<file path="config.mk">
export PLATFORM = sky130hd
export DESIGN_NAME = cla_pipe_addsub
export DESIGN_NICKNAME = d
export VERILOG_FILES = /design/src/rtl/cla_pipe_addsub.sv
export SDC_FILE = /design/constraint.sdc
export NUM_CORES = 1
export LEC_CHECK = 0
export CAP_MARGIN = 20
export CORE_MARGIN = 3
export CORE_UTILIZATION = 50
export CTS_BUF_LIST = sky130_fd_sc_hd__clkbuf_16
export DETAILED_ROUTE_END_ITERATION = 8
export PLACE_DENSITY = 0.73
export SYNTH_ARGS = -nofsm -noshare
export SYNTH_HDL_FRONTEND = slang
export SYNTH_SLANG_ARGS = --single-unit
</file>
<file path="constraint.sdc">
create_clock -name clk -period 3.2 [get_ports clk]
set_input_delay 0.96 -clock clk [delete_from_list [all_inputs] [get_ports clk]]
set_output_delay 0.96 -clock clk [all_outputs]
set_load 0.01 [all_outputs]
</file>
<file path="src/rtl/cla_pipe_addsub.sv">
// ---------------------------------------------------------------------------
// cla_pipe_addsub
// Pipelined carry-lookahead adder/subtractor built from 4-bit CLA groups.
// Each pipeline stage resolves GROUPS_PER_STAGE groups and passes its
// carry-out, the partial sum and the still-unprocessed operand slices on to
// the next stage.  The last stage is the output register.  Every stage has
// a valid bit and advances when it is empty or the stage after it advances,
// so bubbles collapse and back-pressure fills the pipe before in_ready drops.
//
// Optional feature: define CLA_PIPE_SAT_EN to add the `sat` input, which
// clamps an overflowing result to signed max/min according to X's sign.
//
// Ports:
//   clk, rst            clock, synchronous active-high reset
//   in_valid/in_ready   operand handshake (transfer on in_valid & in_ready)
//   X, Y, Cin, sub      operands, carry-in (add only), 1 = X - Y
//   sat                 (CLA_PIPE_SAT_EN only) saturate on signed overflow
//   out_valid/out_ready result handshake (consume on out_valid & out_ready)
//   S, Cout, V, Z, N    result, raw carry out, signed overflow, zero, negative
// ---------------------------------------------------------------------------
module cla_pipe_addsub #(
    parameter int unsigned WIDTH            = 32,
    parameter int unsigned GROUPS_PER_STAGE = 2
) (
    input  logic             clk,
    input  logic             rst,
    input  logic             in_valid,
    output logic             in_ready,
    input  logic [WIDTH-1:0] X,
    input  logic [WIDTH-1:0] Y,
    input  logic             Cin,
    input  logic             sub,
`ifdef CLA_PIPE_SAT_EN
    input  logic             sat,
`endif
    output logic             out_valid,
    input  logic             out_ready,
    output logic [WIDTH-1:0] S,
    output logic             Cout,
    output logic             V,
    output logic             Z,
    output logic             N
);

    localparam int unsigned SW     = 4 * GROUPS_PER_STAGE;
    localparam int unsigned STAGES = WIDTH / SW;
    localparam int unsigned L      = STAGES - 1;

    if (GROUPS_PER_STAGE == 0 || WIDTH == 0 || (WIDTH % SW) != 0) begin : g_bad_width
        $error("cla_pipe_addsub: WIDTH must be a non-zero multiple of 4*GROUPS_PER_STAGE");
    end

    // 4-bit lookahead group: returns {carry_out, sum[3:0]}
    function automatic logic [4:0] cla4(input logic [3:0] a, input logic [3:0] b,
                                        input logic ci);
        logic [3:0] p, g;
        logic [4:0] c;
        p    = a | b;
        g    = a & b;
        c[0] = ci;
        c[1] = g[0] | (p[0] & ci);
        c[2] = g[1] | (p[1] & g[0]) | (p[1] & p[0] & ci);
        c[3] = g[2] | (p[2] & g[1]) | (p[2] & p[1] & g[0]) | (p[2] & p[1] & p[0] & ci);
        c[4] = g[3] | (p[3] & g[2]) | (p[3] & p[2] & g[1]) | (p[3] & p[2] & p[1] & g[0])
             | (p[3] & p[2] & p[1] & p[0] & ci);
        return {c[4], a ^ b ^ c[3:0]};
    endfunction

    // Output (last-stage) registers
    logic             out_valid_q;
    logic [WIDTH-1:0] s_q;
    logic             cout_q, v_q, z_q, n_q;

    for (genvar k = 0; k < STAGES; k++) begin : g_st
        // Operand bits entering stage k: [WIDTH-1 : k*SW]
        localparam int unsigned RW = WIDTH - k * SW;

        logic              v_in, c_in, adv;
        logic [RW-1:0]     x_in, y_in;
        logic [SW-1:0]     sum_d;
        logic              c_d;
        logic [k*SW+SW-1:0] s_d;
`ifdef CLA_PIPE_SAT_EN
        logic              sat_in;
`endif

        if (k == 0) begin : g_src
            // Subtract folds into add: invert Y and force carry-in to 1
            assign v_in  = in_valid;
            assign x_in  = X;
            assign y_in  = sub ? ~Y : Y;
            assign c_in  = sub | Cin;
            assign s_d   = sum_d;
`ifdef CLA_PIPE_SAT_EN
            assign sat_in = sat;
`endif
        end else begin : g_nxt
            assign v_in  = g_st[k-1].g_reg.v_q;
            assign x_in  = g_st[k-1].g_reg.xr_q;
            assign y_in  = g_st[k-1].g_reg.yr_q;
            assign c_in  = g_st[k-1].g_reg.c_q;
            assign s_d   = {sum_d, g_st[k-1].g_reg.s_q};
`ifdef CLA_PIPE_SAT_EN
            assign sat_in = g_st[k-1].g_reg.sat_q;
`endif
        end

        always_comb begin
            logic [4:0] r;
            logic       cc;
            sum_d = '0;
            r     = '0;
            cc    = c_in;
            for (int unsigned g = 0; g < GROUPS_PER_STAGE; g++) begin
                r = cla4(x_in[g*4 +: 4], y_in[g*4 +: 4], cc);
                sum_d[g*4 +: 4] = r[3:0];
                cc = r[4];
            end
            c_d = cc;
        end

        if (k < STAGES - 1) begin : g_reg
            logic                v_q, c_q;
            logic [RW-SW-1:0]    xr_q, yr_q;
            logic [k*SW+SW-1:0]  s_q;
`ifdef CLA_PIPE_SAT_EN
            logic                sat_q;
`endif
            assign adv = ~v_q | g_st[k+1].adv;

            always_ff @(posedge clk) begin
                if (rst) begin
                    v_q  <= 1'b0;
                    c_q  <= 1'b0;
                    xr_q <= '0;
                    yr_q <= '0;
                    s_q  <= '0;
`ifdef CLA_PIPE_SAT_EN
                    sat_q <= 1'b0;
`endif
                end else if (adv) begin
                    v_q <= v_in;
                    // data only moves with a valid token, so bubbles leave it untouched
                    if (v_in) begin
                        c_q  <= c_d;
                        xr_q <= x_in[RW-1:SW];
                        yr_q <= y_in[RW-1:SW];
                        s_q  <= s_d;
`ifdef CLA_PIPE_SAT_EN
                        sat_q <= sat_in;
`endif
                    end
                end
            end
        end else begin : g_last
            assign adv = ~out_valid_q | out_ready;
        end
    end

    assign in_ready = ~rst & g_st[0].adv;

    logic [WIDTH-1:0] res_d;
    logic             cout_d, ovf_d, xm, ym;

    always_comb begin
        xm     = g_st[L].x_in[SW-1];
        ym     = g_st[L].y_in[SW-1];
        res_d  = g_st[L].s_d;
        cout_d = g_st[L].c_d;
        // carry into the MSB is recovered as sum ^ x ^ y at that bit
        ovf_d  = res_d[WIDTH-1] ^ xm ^ ym ^ cout_d;
`ifdef CLA_PIPE_SAT_EN
        if (g_st[L].sat_in && ovf_d) begin
            res_d = xm ? {1'b1, {(WIDTH-1){1'b0}}} : {1'b0, {(WIDTH-1){1'b1}}};
        end
`endif
    end

    always_ff @(posedge clk) begin
        if (rst) begin
            out_valid_q <= 1'b0;
            s_q         <= '0;
            cout_q      <= 1'b0;
            v_q         <= 1'b0;
            z_q         <= 1'b0;
            n_q         <= 1'b0;
        end else if (g_st[L].adv) begin
            out_valid_q <= g_st[L].v_in;
            if (g_st[L].v_in) begin
                s_q    <= res_d;
                cout_q <= cout_d;
                v_q    <= ovf_d;
                z_q    <= ~|res_d;
                n_q    <= res_d[WIDTH-1];
            end
        end
    end

    assign out_valid = out_valid_q;
    assign S         = s_q;
    assign Cout      = cout_q;
    assign V         = v_q;
    assign Z         = z_q;
    assign N         = n_q;

endmodule

</file>
Word-level counts from Yosys, hierarchy flattened
Index checks and enable logic that the tools add are counted.
- memories: 0
- output and inout bits: 38
- bits in registers: 187
- bits in read-only memories: 0
- RAM bits: 0
- logic and storage cells: 283
- bits in latches: 0
- add/subtract/negate cells: 0
- bitwise gates (word level): 255
- $mul: 0
- mux-type cells: 1
- eq/ne operators: 0
- divide/modulo/power cells: 0
- shifts and indexed selects: 0
- reduce and logical (&&, ||, !) cells: 6
- $lt $le $gt $ge: 0
- operators by type and width (kind ; count):
    1-bit bitwise AND ; 129
    1-bit bitwise OR ; 85
    4-bit XOR ; 16
    4-bit bitwise AND ; 8
    32-bit two-way mux ; 1
    32-bit inverter ; 1
    4-bit bitwise OR ; 8
    32-bit OR reduction ; 1
    2-bit AND reduction ; 4
    1-bit inverter ; 5
    1-bit XOR ; 3
    1-bit logical NOT ; 1

Depth between registers and ports, before layout
Gate-level depths: netlist of the first run.
- word-level depth: 12
- mapped depth: 12

Worst setup path before layout of the first run
OpenSTA, ideal clock, no wires.
- kind: input -> register
- from: in sub
- to: reg g_st[0].g_reg.s_q[5]
- setup slack: 0.083 ns
- path buffers: 2
- arrival time: 3.047 ns
- library setup time: 0.070 ns
- required time: 3.130 ns
- cell stages on the path: 12
- cells stage by stage: clkbuf_1 -> buf_2 -> xor2_1 -> inv_1 -> ha_1 -> nor2b_1 -> o21ai_0 -> nand3_1 -> fa_1 -> xnor2_1 -> nand2_1 -> a21oi_1
- longest elaborated chain between the ends: 10
- elaborated cells on any way between the ends: 21
- classes of those cells: mux (1); bitwise (20)
- ends and longest elaborated chain (element ; RTL line ; text):
    from (decl) ; 32 ; input logic sub,
    32-bit two-way mux ; 91 ; assign y_in = sub ? ~Y : Y;
    4-bit bitwise OR / 4-bit bitwise AND (equally long branches) ; 58, 59 ;
    1-bit bitwise AND, on equally long branches ; 64, 65 ;
    1-bit bitwise OR, or another cell as far along (2 in a row) ; 64 ; c[4] = g[3] | (p[3] & g[2]) | (p[3] & p[2] & g[1]) | (p[3] & p[2] & p[1] & g[0])
    1-bit bitwise OR / 1-bit bitwise AND (equally long branches) ; 64, 65 ;
    1-bit bitwise OR ; 65 ; | (p[3] & p[2] & p[1] & p[0] & ci);
    1-bit bitwise AND ; 61 ; c[1] = g[0] | (p[0] & ci);
    1-bit bitwise OR ; 61 ;
    4-bit XOR * ; 66 ; return {c[4], a ^ b ^ c[3:0]};
    to (signal assigned) ; 137 ; s_q <= '0;
    to (signal assigned) ; 148 ; s_q <= s_d;
    to (decl) ; 125 ; logic [k*SW+SW-1:0] s_q;
Every way passes the cells marked *; elsewhere a longest branch is shown, timed or not.
A chain may end at the register's enable or synchronous reset.

Worst setup path in the final report of the first run
- from: reg g_st[2].g_reg.yr_q[0]
- to: reg z_q (netlist: Z)
- elaborated cells on any way between the ends: 30
- classes of those cells: bitwise (28); reduce/logical (2)
- RTL lines (element ; RTL line ; text):
    from (decl) ; 124 ; logic [RW-SW-1:0] xr_q, yr_q;
    from (signal assigned) ; 147 ; yr_q <= y_in[RW-1:SW];
    4-bit bitwise AND / 4-bit bitwise OR (equally long branches) ; 59, 58 ;
    1-bit bitwise AND, on equally long branches ; 64, 65 ;
    1-bit bitwise OR / 1-bit bitwise AND (equally long branches) ; 64, 65 ;
    1-bit bitwise OR * ; 65 ;
    4-bit XOR * ; 66 ;
    via g_st[3].$14.r[0] ; 109 ; logic [4:0] r;
    32-bit OR reduction * ; 193 ; z_q <= ~|res_d;
    1-bit logical NOT * ; 193 ;
    to (signal assigned) ; 193 ;
    to (decl) ; 72 ; logic cout_q, v_q, z_q, n_q;
The timed path passes the listed nets; every way through them passes the cells marked *.

==> results of run 1 <==
-- through the flow --
| stage | setup slack, ns | instance area [um2] |
|---|---|---|
| 5_1_grt | 0.0470 | 10700 |
| 3_3_place_gp | -0.0577 | 10200 |
| 2_1_floorplan | 0.0830 | 8770 |
| 3_5_place_dp | -0.0699 | 10200 |
| 6_report | 0.213 | 10700 |
| 4_1_cts | 0.0586 | 10700 |
-- worst max-delay path by stage --
stage,slack (ns),start,end,cells after the start
floorplan,0.08,sub,g_st[0].g_reg.s_q[5],12
global placement,-0.06,out_ready,in_ready,4
detailed placement,-0.07,Y[1],g_st[0].g_reg.s_q[5],11
CTS,0.06,g_st[2].g_reg.yr_q[0],Z,12
global route,0.05,g_st[2].g_reg.xr_q[0],Z,12
finish,0.21,g_st[2].g_reg.yr_q[0],Z,12
-- flip-flops by register name, summed over array words and instances (netlist names), 3 cells and up --
signal and cells:
g_st.g_reg.s_q 48, g_st.g_reg.xr_q 48, g_st.g_reg.yr_q 48, S 32, g_st.g_reg.c_q 3, g_st.g_reg.v_q 3
-- worst register-to-register path, stage by stage, from the launching register on --
cell and delay (ns):
dfxtp_1 0.37, inv_1 0.08, ha_1 0.17, nand2b_1 0.15, a2111o_1 0.44, nand3b_1 0.11, fa_1 0.46, nor4b_2 0.24
nand4_1 0.14, nor4_2 0.22, nand3_1 0.11, a2111o_1 0.31, a21oi_2 0.13
-- cells in the mapped netlist, types with 3 or more instances --
master    instances
a21o_1            6
dfxtp_1         186
nand2b_1          5
nor3_1            8
a221oi_1          3
o31ai_1           3
nor4_1            5
nand2_1         279
ha_1             64
xor2_1           14
inv_1            83
o211ai_1          3
xnor2_1          37
o21ai_0           7
fa_1              8
buf_1             7
nor2b_1           9
buf_2             7
o21bai_1          4
nand3_1          13
a211oi_1         34
clkbuf_1         52
a21oi_1         154
nand3b_1          7
nand4b_1          3
a2111o_1          3
a31oi_1           3
nor2_1           60
-- power by group through the flow --
| stage | registers [mW] | clock network [mW] | logic, mW |
|---|---|---|---|
| floorplan | 2.49 | 0 | 0.357 |
| finish | 2.46 | 1.94 | 0.559 |
| CTS | 2.46 | 1.98 | 0.563 |
| detailed placement | 2.51 | 0 | 0.561 |
| global route | 2.47 | 2.07 | 0.627 |
| global placement | 2.51 | 0 | 0.550 |
-- routing by layer --
layer,track usage,wire length (um),vias to the layer above,part of all wire
li1,-,-,3732,-
met1,0.273,9140,3175,0.50
met2,0.288,8010,139,0.44
met3,0.0356,813,14,0.045
met4,0.0577,195,0,0.011
met5,0,0,-,0
-- cell families after synthesis --
logic type | count (synthesis) | synth area share
buffers and inverters | 150 | 0.0657
AND/OR/NAND/NOR | 402 | 0.191
flip-flops | 186 | 0.425
adder cells (fa/ha/maj) | 72 | 0.110
AO/OA/AOI/OAI | 229 | 0.155
XOR/XNOR | 52 | 0.0528
multiplexers | 1 | 0.00114
-- cell type report --
class                   instances  share of cell area
clock inverters                14              0.0110
clock buffers                  17              0.0397
flip-flops and latches        186               0.348
repair buffers                135               0.126
multi-input cells             756               0.420
well taps                     220              0.0257
inverters                      83              0.0291
-- what timing repair did --
action / in CTS / in global routing
endpoints found under the setup margin: 1 / 1
hold endpoints to repair: 0 / 0
pin swaps: 0 / 1
resized for setup: 1 / 2
==> metrics.md, run 1 <==
| Metric | Value |
|---|---|
| Status | finished, final reports clean |
| Worst Path Buf+Inv | 1 |
| Synth-to-layout area growth | 22.1% |
| Largest net degree at the start of global routing | 191 |
| GRT overflow | 0 |
| Postcts setup bufs | 0 |
| CP Launch Type | flip-flop |
| Most used cell, CP | a2111o_1 |
| Critical path class | flip-flop to flip-flop |
| Initial antenna violation count | 0 |
| End of the worst register-to-register path | Z |
| Internal Power | between 3 and 4 mW |
| Clock Latency Late Sink | 0.43 ns |
| Cells after DPL | 1380 |
| First-pass GRT wire length | 30.5 mm |
| Setup TNS | 0 ns |
| Worst R2R Start | g_st[2].g_reg.yr_q[0] |
| CORE AREA | 16900 um2 |
| Maximum root-to-sink buffer count | 2 |
| Worst-Margin Slew | 0.830 ns |
| Hold wc startpoint | g_st[0].g_reg.yr_q[19] |
| Row count | 47 |
| Hold EP | g_st[1].g_reg.yr_q[11] |
| Hold-fix buffers at CTS | 0 |
| CP Max Fanout | 3 |
| Post-DP HPWL | 13.2 mm |
| Final ANT Viol Nets | 0 |
| Layout net count | 1321 |
| # setup viols final | 0 |
| CP max stage delay | 0.46 ns |
| CP arrival | roughly 3.4 ns |
| Die area | 19200 um2 |
| Fin. Hold Viols | 0 |
| Vias | 7060 |
| Layout Skew | 0.0118 ns |
| Max rail drop VDD | between 0.4 and 0.5 mV |
| Die H | 138 um |
| Leak | around 4.1 nW |
| Storage cell area | around 3700 um2 |
| Port Buffers | approximately 110 |
| CP top delay family | simple AND/OR/NAND/NOR gates |
| Commonest non-fill, non-tap cell in the layout | nand2_1 |
| # IOs | between 100 and 150 |
| Worst hold path class | flip-flop to flip-flop |
| Top FF cell, synth | dfxtp_1 |
| Critical path endpoint category | flip-flop |
| Cell variety after synth | 49 |
| Placer Congestion | around 0.83 |
| Slowest CP cell | fa_1 |
| Post-synth EDFFs | 0 |
| Non-Filler Instances | 1411 |
| First drt pass iteration count | 4 |
| Sw frac | 0.259 |
| Max-capacitance violation count | 0 |
| Syn Nets | 1234 |
| Rel. slew slack | 0.447 |
| Combinational share of power | 0.113 |
| Total Power | 4.96 mW |
| Post-synth top area share | 0.425 |
| Layout fillers | 1511 |
| Residual DRC | 0 |
| Synthesized cell area | between 8000 and 9000 um2 |
| Hold path cells | 2 |
| Syn_area_per_cell | 8.03 um2 |
| Initial Util | 0.519 |
| Period utilization | 0.934 |
| Commonest non-fill, non-tap cells in the layout | nand2_1 (279), dfxtp_1 (186), a21oi_1 (154), clkdlybuf4s50_1 (104), inv_1 (83) |
| CTS Buf Count | 17 |
| Cell taking the most area after synthesis | dfxtp_1 |
| CTS Sinks | ~190 |
| Share of post-route cells with drive strength above 1 | 0.0588 |
| Multi-input logic area | 4500 um2 |
| Yosys reg bits | 186 |
| Fmax | 335 MHz |
| Vias in the first global route | 6350 |
| Antenna Cells | 0 |
| Clock share of power | 0.392 |
| WHS | 0.451 ns |
| CP Data Required Time | about 3.6 ns |
| Syn. warnings | 0 |
| Power per cell area | ~460 nW/um2 |
| RSZ-0062 raised after global routing | no |
| Vias per Instance | 5.00 |
| Worst reg2reg setup slack | 0.21 ns |
| Initial DRC count | 394 |
| CTS tree | done |
| Worst Reg-to-Reg Cells | 12 |
| Worst path cell trace | inv_1, ha_1, nand2b_1, a2111o_1, nand3b_1, fa_1, nor4b_2, nand4_1, nor4_2, nand3_1, a2111o_1, a21oi_2 |
| Sequential cell area fraction in the yosys report | 0.425 |
| Clk slew on worst S/H paths | ~0.070 ns |
| Final WL | 18.2 mm |
| Syn Inst Count | 1092 |
| Area contributors post-synth | dfxtp_1 (42%), nand2_1 (12%), ha_1 (9.1%) |
| P_sw | 1.28 mW |
| Die W | 138 um |
| Routed wire per std cell | about 13 um |
| Tmin final | 2.99 ns |
| Reg power frac | 0.495 |
| GR Util All Layers | 0.189 |
| # H-tree levels | 4 |
| Root Buffer | clkbuf_16 |
| Final core utilization | 0.634 |
| Slew Viols, Final | 0 |
| FFs w/ async S/R, synth | 0 |
(Power assumes the default switching activity.)
==> run 2: changes to the inputs <==
--- a/config.mk
+++ b/config.mk
@@ -10,7 +10,8 @@
 export CORE_UTILIZATION = 50
 export CTS_BUF_LIST = sky130_fd_sc_hd__clkbuf_16
 export DETAILED_ROUTE_END_ITERATION = 8
-export PLACE_DENSITY = 0.73
+export PLACE_DENSITY = 0.76
 export SYNTH_ARGS = -nofsm -noshare
 export SYNTH_HDL_FRONTEND = slang
 export SYNTH_SLANG_ARGS = --single-unit
+export TNS_END_PERCENT = 1
==> run 2 against run 1 <==
Combinational power shrank 2%. Clock-buffer cell count is the same. Final cell count fell by 0.71%. Flip-flop and latch count unchanged. Sequential power hardly changed. Hold slack got worse by 0.0022 ns. Global-route usage up 0.60 points. Setup slack worse by 0.040 ns. Clock skew is 0.0027 ns lower. Routed wire length rose by 1.0%.
==> metrics.md, run 2 (synthesized netlist as in run 1, its figures left out) <==
| Metric | Value |
|---|---|
| Critical path endpoint category | flip-flop |
| Most used cell, CP | a2111o_1 |
| Top Registers | g_st.g_reg.s_q (48), g_st.g_reg.xr_q (48), g_st.g_reg.yr_q (48) |
| Maximum root-to-sink buffer count | 2 |
| Worst Reg-to-Reg Cells | 12 |
| Layout Skew | about 0.0091 ns |
| Worst reg2reg setup slack | 0.17 ns |
| # setup viols final | 0 |
| WHS | around 0.45 ns |
| CP max stage delay | 0.46 ns |
| Worst path cell trace | inv_1, ha_1, nand2b_1, a2111o_1, nand3b_1, fa_1, nor4b_2, nand4_1, nor4_2, nand3_1, a2111o_1, a21oi_2 |
| Commonest non-fill, non-tap cells in the layout | nand2_1 (279), dfxtp_1 (186), a21oi_1 (154), clkdlybuf4s50_1 (104), inv_1 (83) |
| Final ANT Viol Nets | 0 |
| Max-capacitance violation count | 0 |
| Die H | 138 um |
| Slowest CP cell | fa_1 |
| Postcts setup bufs | 0 |
| Worst R2R Start | g_st[2].g_reg.xr_q[0] |
| Initial antenna violation count | 0 |
| Post-DP HPWL | between 10 and 15 mm |
| Period utilization | 0.946 |
| Max rail drop VDD | 0.374 mV |
| Row count | between 40 and 50 |
| Hold wc startpoint | g_st[0].g_reg.s_q[6] |
| Die W | about 140 um |
| Final core utilization | 0.630 |
| CP Data Required Time | approximately 3.6 ns |
| Initial Util | 0.519 |
| Vias | a little over 7000 |
| CORE AREA | ~17000 um2 |
| Worst-Margin Slew | 0.859 ns |
| Critical path class | flip-flop to flip-flop |
| Worst hold path class | flip-flop to flip-flop |
| Placer Congestion | 0.808 |
| WL met1 | 8.96 mm |
| Fin. Hold Viols | 0 |
| First-pass GRT wire length | 31.6 mm |
| Hold path cells | 2 |
| Routed wire per std cell | 13.1 um |
| # H-tree levels | 4 |
| Vias per Instance | about 5 |
| Status | finished, final reports clean |
| Largest net degree at the start of global routing | ~190 |
| Met2 WL | 8.21 mm |
| Vias in the first global route | 6594 |
| Die area | about 19000 um2 |
| CP Max Fanout | 3 |
| Leak | 4.11 nW |
| Clk slew on worst S/H paths | 0.07 ns |
| Hold EP | g_st[1].g_reg.s_q[6] |
| Worst Path Buf+Inv | 1 |
| End of the worst register-to-register path | Z |
| GRT overflow | 0 |
| Share of post-route cells with drive strength above 1 | 0.0508 |
| Port Buffers | 107 |
| CTS tree | done |
| CP arrival | 3.39 ns |
| RSZ-0062 raised after global routing | no |
| CP top delay family | simple AND/OR/NAND/NOR gates |
| Power per cell area | ~480 nW/um2 |
| Clock Latency Late Sink | 0.43 ns |
| Slew Viols, Final | 0 |
| Rel. slew slack | 0.428 |
| GR Util All Layers | 0.195 |
| CTS Sinks | 186 |
| First drt pass iteration count | 5 |
| Commonest non-fill, non-tap cell in the layout | nand2_1 |
| Initial DRC count | approximately 470 |
| CTS Buf Count | 17 |
| Fmax | 330 MHz |
| Tmin final | 3.03 ns |
| # IOs | around 110 |
| Residual DRC | 0 |
| WL met3 | 794 um |
| Top Metal Used | met4 |
| CP Launch Type | flip-flop |
| Total Power | a little over 5 mW |
| Antenna Cells | 0 |
| Layout net count | approximately 1300 |
| Synth-to-layout area growth | 21.4% |
| Root Buffer | clkbuf_16 |
| Final WL | 18.4 mm |
[run 2: power by group]
part | leakage, nW | internal (mW) | switching, mW
registers | 1.52 | 2.40 | 0.0563
clock network | 0.288 | 1.10 | 0.952
logic | 2.31 | 0.258 | 0.289
total | 4.11 | 3.76 | 1.30
[run 2: layout make-up]
cell class,count,area (um2)
clock buffers,17,425
clock inverters,15,158
fillers,1482,6240
inverters,83,312
multi-input cells,756,4500
flip-flops and latches,186,3720
well taps,220,275
repair buffers,124,1240
[run 2: metal layers]
metal	track usage	vias up
li1	-	3711
met1	0.277	3237
met2	0.297	160
met3	0.0369	30
met4	0.0692	0
met5	0	-
[run 2: worst register-to-register path, stage by stage (launching register included)]
cell and delay (ns):
dfxtp_1 0.35, inv_1 0.08, ha_1 0.19, nand2b_1 0.21, a2111o_1 0.42, nand3b_1 0.11, fa_1 0.46, nor4b_2 0.22
nand4_1 0.13, nor4_2 0.24, nand3_1 0.10, a2111o_1 0.31, a21oi_2 0.13
[run 2: repair_timing]
item	in CTS	in global routing
setup endpoints to repair	1	1
hold buffers	0	0
gates resized for setup	1	2
cloned	0	0
pin swaps	0	1
[run 2: worst max-delay path by stage]
stage                                from              endpoint  cells past startpoint
detailed placement              out_ready              in_ready                      4
finish              g_st[2].g_reg.xr_q[0]                     Z                     12
floorplan                             sub  g_st[0].g_reg.s_q[5]                     12
global route        g_st[2].g_reg.xr_q[0]                     Z                     12
CTS                 g_st[2].g_reg.xr_q[0]                     Z                     12
global placement                out_ready              in_ready                      4
[run 2: stage by stage]
| stage | instance area (um2) | setup TNS [ns] | cells | setup WS (ns) |
|---|---|---|---|---|
| after CTS | 10600 | 0 | 1401 | 0.0774 |
| after global routing | 10600 | 0 | 1401 | 0.00145 |
| final | 10600 | 0 | 1401 | 0.172 |
| after detailed placement | 10000 | -0.183 | 1369 | -0.0991 |
| after global placement | 10000 | -0.0944 | 1369 | -0.0599 |
| after floorplan | 8770 | 0 | 1092 | 0.0830 |
==> run 3: changes to the inputs <==
--- a/config.mk
+++ b/config.mk
@@ -11,6 +11,7 @@
 export CTS_BUF_LIST = sky130_fd_sc_hd__clkbuf_16
 export DETAILED_ROUTE_END_ITERATION = 8
 export PLACE_DENSITY = 0.76
+export SLEW_MARGIN = 20
 export SYNTH_ARGS = -nofsm -noshare
 export SYNTH_HDL_FRONTEND = slang
 export SYNTH_SLANG_ARGS = --single-unit
==> constraint.sdc (replaced) <==
create_clock -name clk -period 3.2 [get_ports clk]
set_input_delay 0.32 -clock clk [delete_from_list [all_inputs] [get_ports clk]]
set_output_delay 0.32 -clock clk [all_outputs]
set_load 0.01 [all_outputs]
==> run 3 against run 2 <==
First-iteration DRC count fell by 17%. Critical path depth unchanged. Die area did not move. Maximum frequency is 0.56% higher. Hold slack got worse by 0.065 ns. Register-to-register slack gained 0.02 ns. Flip-flop and latch count unchanged. Global-route usage down 0.25 points. Sequential share of layout area grew 0.12 points. Highest routed layer unchanged.
==> metrics.md, run 3 (synthesized netlist as in run 1, its figures left out) <==
| Metric | Value |
|---|---|
| Worst path cell trace | inv_1, ha_1, nand2b_4, a2111o_1, nand3b_1, fa_1, nor4b_2, nand4_1, nor4_2, nand3_1, a2111o_1, a21oi_2 |
| Layout Skew | 0.0108 ns |
| First-pass GRT wire length | 31.2 mm |
| WL met3 | between 800 and 900 um |
| Clock Latency Late Sink | 0.43 ns |
| Residual DRC | 0 |
| Top Registers | g_st.g_reg.s_q (48), g_st.g_reg.xr_q (48), g_st.g_reg.yr_q (48) |
| Routed wire per std cell | around 13 um |
| DP Worst Slack | approximately 0.10 ns |
| Die area | 19200 um2 |
| Most used cell, CP | a2111o_1 |
| CP Data Required Time | 3.56 ns |
| Max rail drop VDD | 0.420 mV |
| GRT overflow | 0 |
| CP max stage delay | 0.43 ns |
| Vias | 7043 |
| CP Max Fanout | 3 |
| Worst R2R Start | g_st[2].g_reg.xr_q[0] |
| Setup TNS | 0 ns |
| Layout fillers | between 1500 and 2000 |
| Final WL | 18.3 mm |
| Fin. Hold Viols | 0 |
| Vias per Instance | 5.03 |
| Largest net degree at the start of global routing | 109 |
| Hold-fix buffers at CTS | 0 |
| Initial DRC count | 389 |
| WL met1 | about 8.9 mm |
| Met2 WL | 8.27 mm |
| Slowest CP cell | fa_1 |
| Leak | 4.10 nW |
| Tmin final | between 3 and 4 ns |
| Antenna Cells | 0 |
| Rel. slew slack | 0.472 |
| Commonest non-fill, non-tap cell in the layout | nand2_1 |
| Top Metal Used | met4 |
| Worst hold path class | primary input to flip-flop |
| Row count | 47 |
| CP top delay family | simple AND/OR/NAND/NOR gates |
| CTS tree | done |
| Initial antenna violation count | 0 |
| CORE AREA | 16900 um2 |
| First drt pass iteration count | 5 |
| Period utilization | 0.941 |
| CTS Sinks | 186 |
| Die W | 138 um |
| Worst Path Buf+Inv | 1 |
| Hold wc startpoint | rst |
| Layout net count | 1310 |
| Vias in the first global route | around 6600 |
| Die H | around 140 um |
| CTS Buf Count | 17 |
| Cells after DPL | 1368 |
| Slew Viols, Final | 0 |
| Final ANT Viol Nets | 0 |
| GR Util All Layers | 0.192 |
| Port Buffers | roughly 110 |
| Share of post-route cells with drive strength above 1 | 0.0508 |
| Non-Filler Instances | 1401 |
| Worst setup path start | g_st[2].g_reg.xr_q[0] |
| Maximum root-to-sink buffer count | 2 |
| Initial Util | 0.519 |
| # H-tree levels | 4 |
| Final core utilization | 0.628 |
| Worst-Margin Slew | 0.791 ns |
| Clk slew on worst S/H paths | about 0.070 ns |
| Critical path class | flip-flop to flip-flop |
| Placer Congestion | 0.843 |
| Status | finished, final reports clean |
| Critical path endpoint category | flip-flop |
| Power per cell area | around 470 nW/um2 |
| Fin worst setup slack | 0.189 ns |
| CP arrival | 3.37 ns |
| # IOs | 108 |
| Commonest non-fill, non-tap cells in the layout | nand2_1 (279), dfxtp_1 (186), a21oi_1 (154), clkdlybuf4s50_1 (105), inv_1 (83) |
| Max-capacitance violation count | 0 |
| Post-DP HPWL | 13.2 mm |
| Fmax | 332 MHz |
| Multi-input logic area | 4510 um2 |
| # setup viols final | 0 |
| WHS | ~0.38 ns |
| Synth-to-layout area growth | 20.9% |
| CP Launch Type | flip-flop |
| Root Buffer | clkbuf_16 |
| Storage cell area | between 3000 and 4000 um2 |
## run 3: cell types whose count changed in the layout (fill, tap and decap cells not counted), sizes merged
cell,change
clkinv,+2
inv,-2
bufinv,-1
clkdlybuf4s50,+1
clkinvlp,+1
dlygate4sd2,-1
## run 3: area by class of cell
| class | instances | area share |
|---|---|---|
| Clock buffer | 17 | 0.0401 |
| Clock inverter | 15 | 0.0130 |
| Inverter | 83 | 0.0294 |
| Multi-Input combinational cell | 756 | 0.425 |
| Sequential cell | 186 | 0.351 |
| Tap cell | 220 | 0.0260 |
| Timing Repair Buffer | 124 | 0.115 |
## run 3: path summary, 6_finish.rpt
kind	end	slack [ns]	depth (start not counted)
max reg2reg	Z	0.19	12
min reg2reg	g_st[1].g_reg.s_q[5]	0.45	2
min	S[12]	0.38	2
max	Z	0.19	12
## run 3: repair_timing
action / 4_1_cts / 5_1_grt
setup buffers: 0 / 1
resized for setup: 0 / 3
setup endpoints to repair: 0 / 1
## run 3: metrics by stage
stage	instance area, um2	power, mW
finish	10600	4.98
global placement	10000	3.04
global route	10600	5.20
detailed placement	10000	3.05
CTS	10600	5.02
floorplan	8770	2.85
## run 3: worst register-to-register path, stage by stage (launching register included)
cell	delay (ns)
dfxtp_1	0.36
inv_1	0.09
ha_1	0.20
nand2b_4	0.16
a2111o_1	0.38
nand3b_1	0.13
fa_1	0.43
nor4b_2	0.26
nand4_1	0.15
nor4_2	0.20
nand3_1	0.12
a2111o_1	0.33
a21oi_2	0.14
## run 3: layer usage
metal,vias to the layer above,global-route usage
li1,3715,-
met1,3178,0.270
met2,133,0.302
met3,17,0.0445
met4,0,0.0473
met5,-,0
## run 3: where the power goes
part           switching (mW)  internal [mW]
Clock                   0.957           1.02
Sequential             0.0569           2.40
Combinational           0.287          0.254
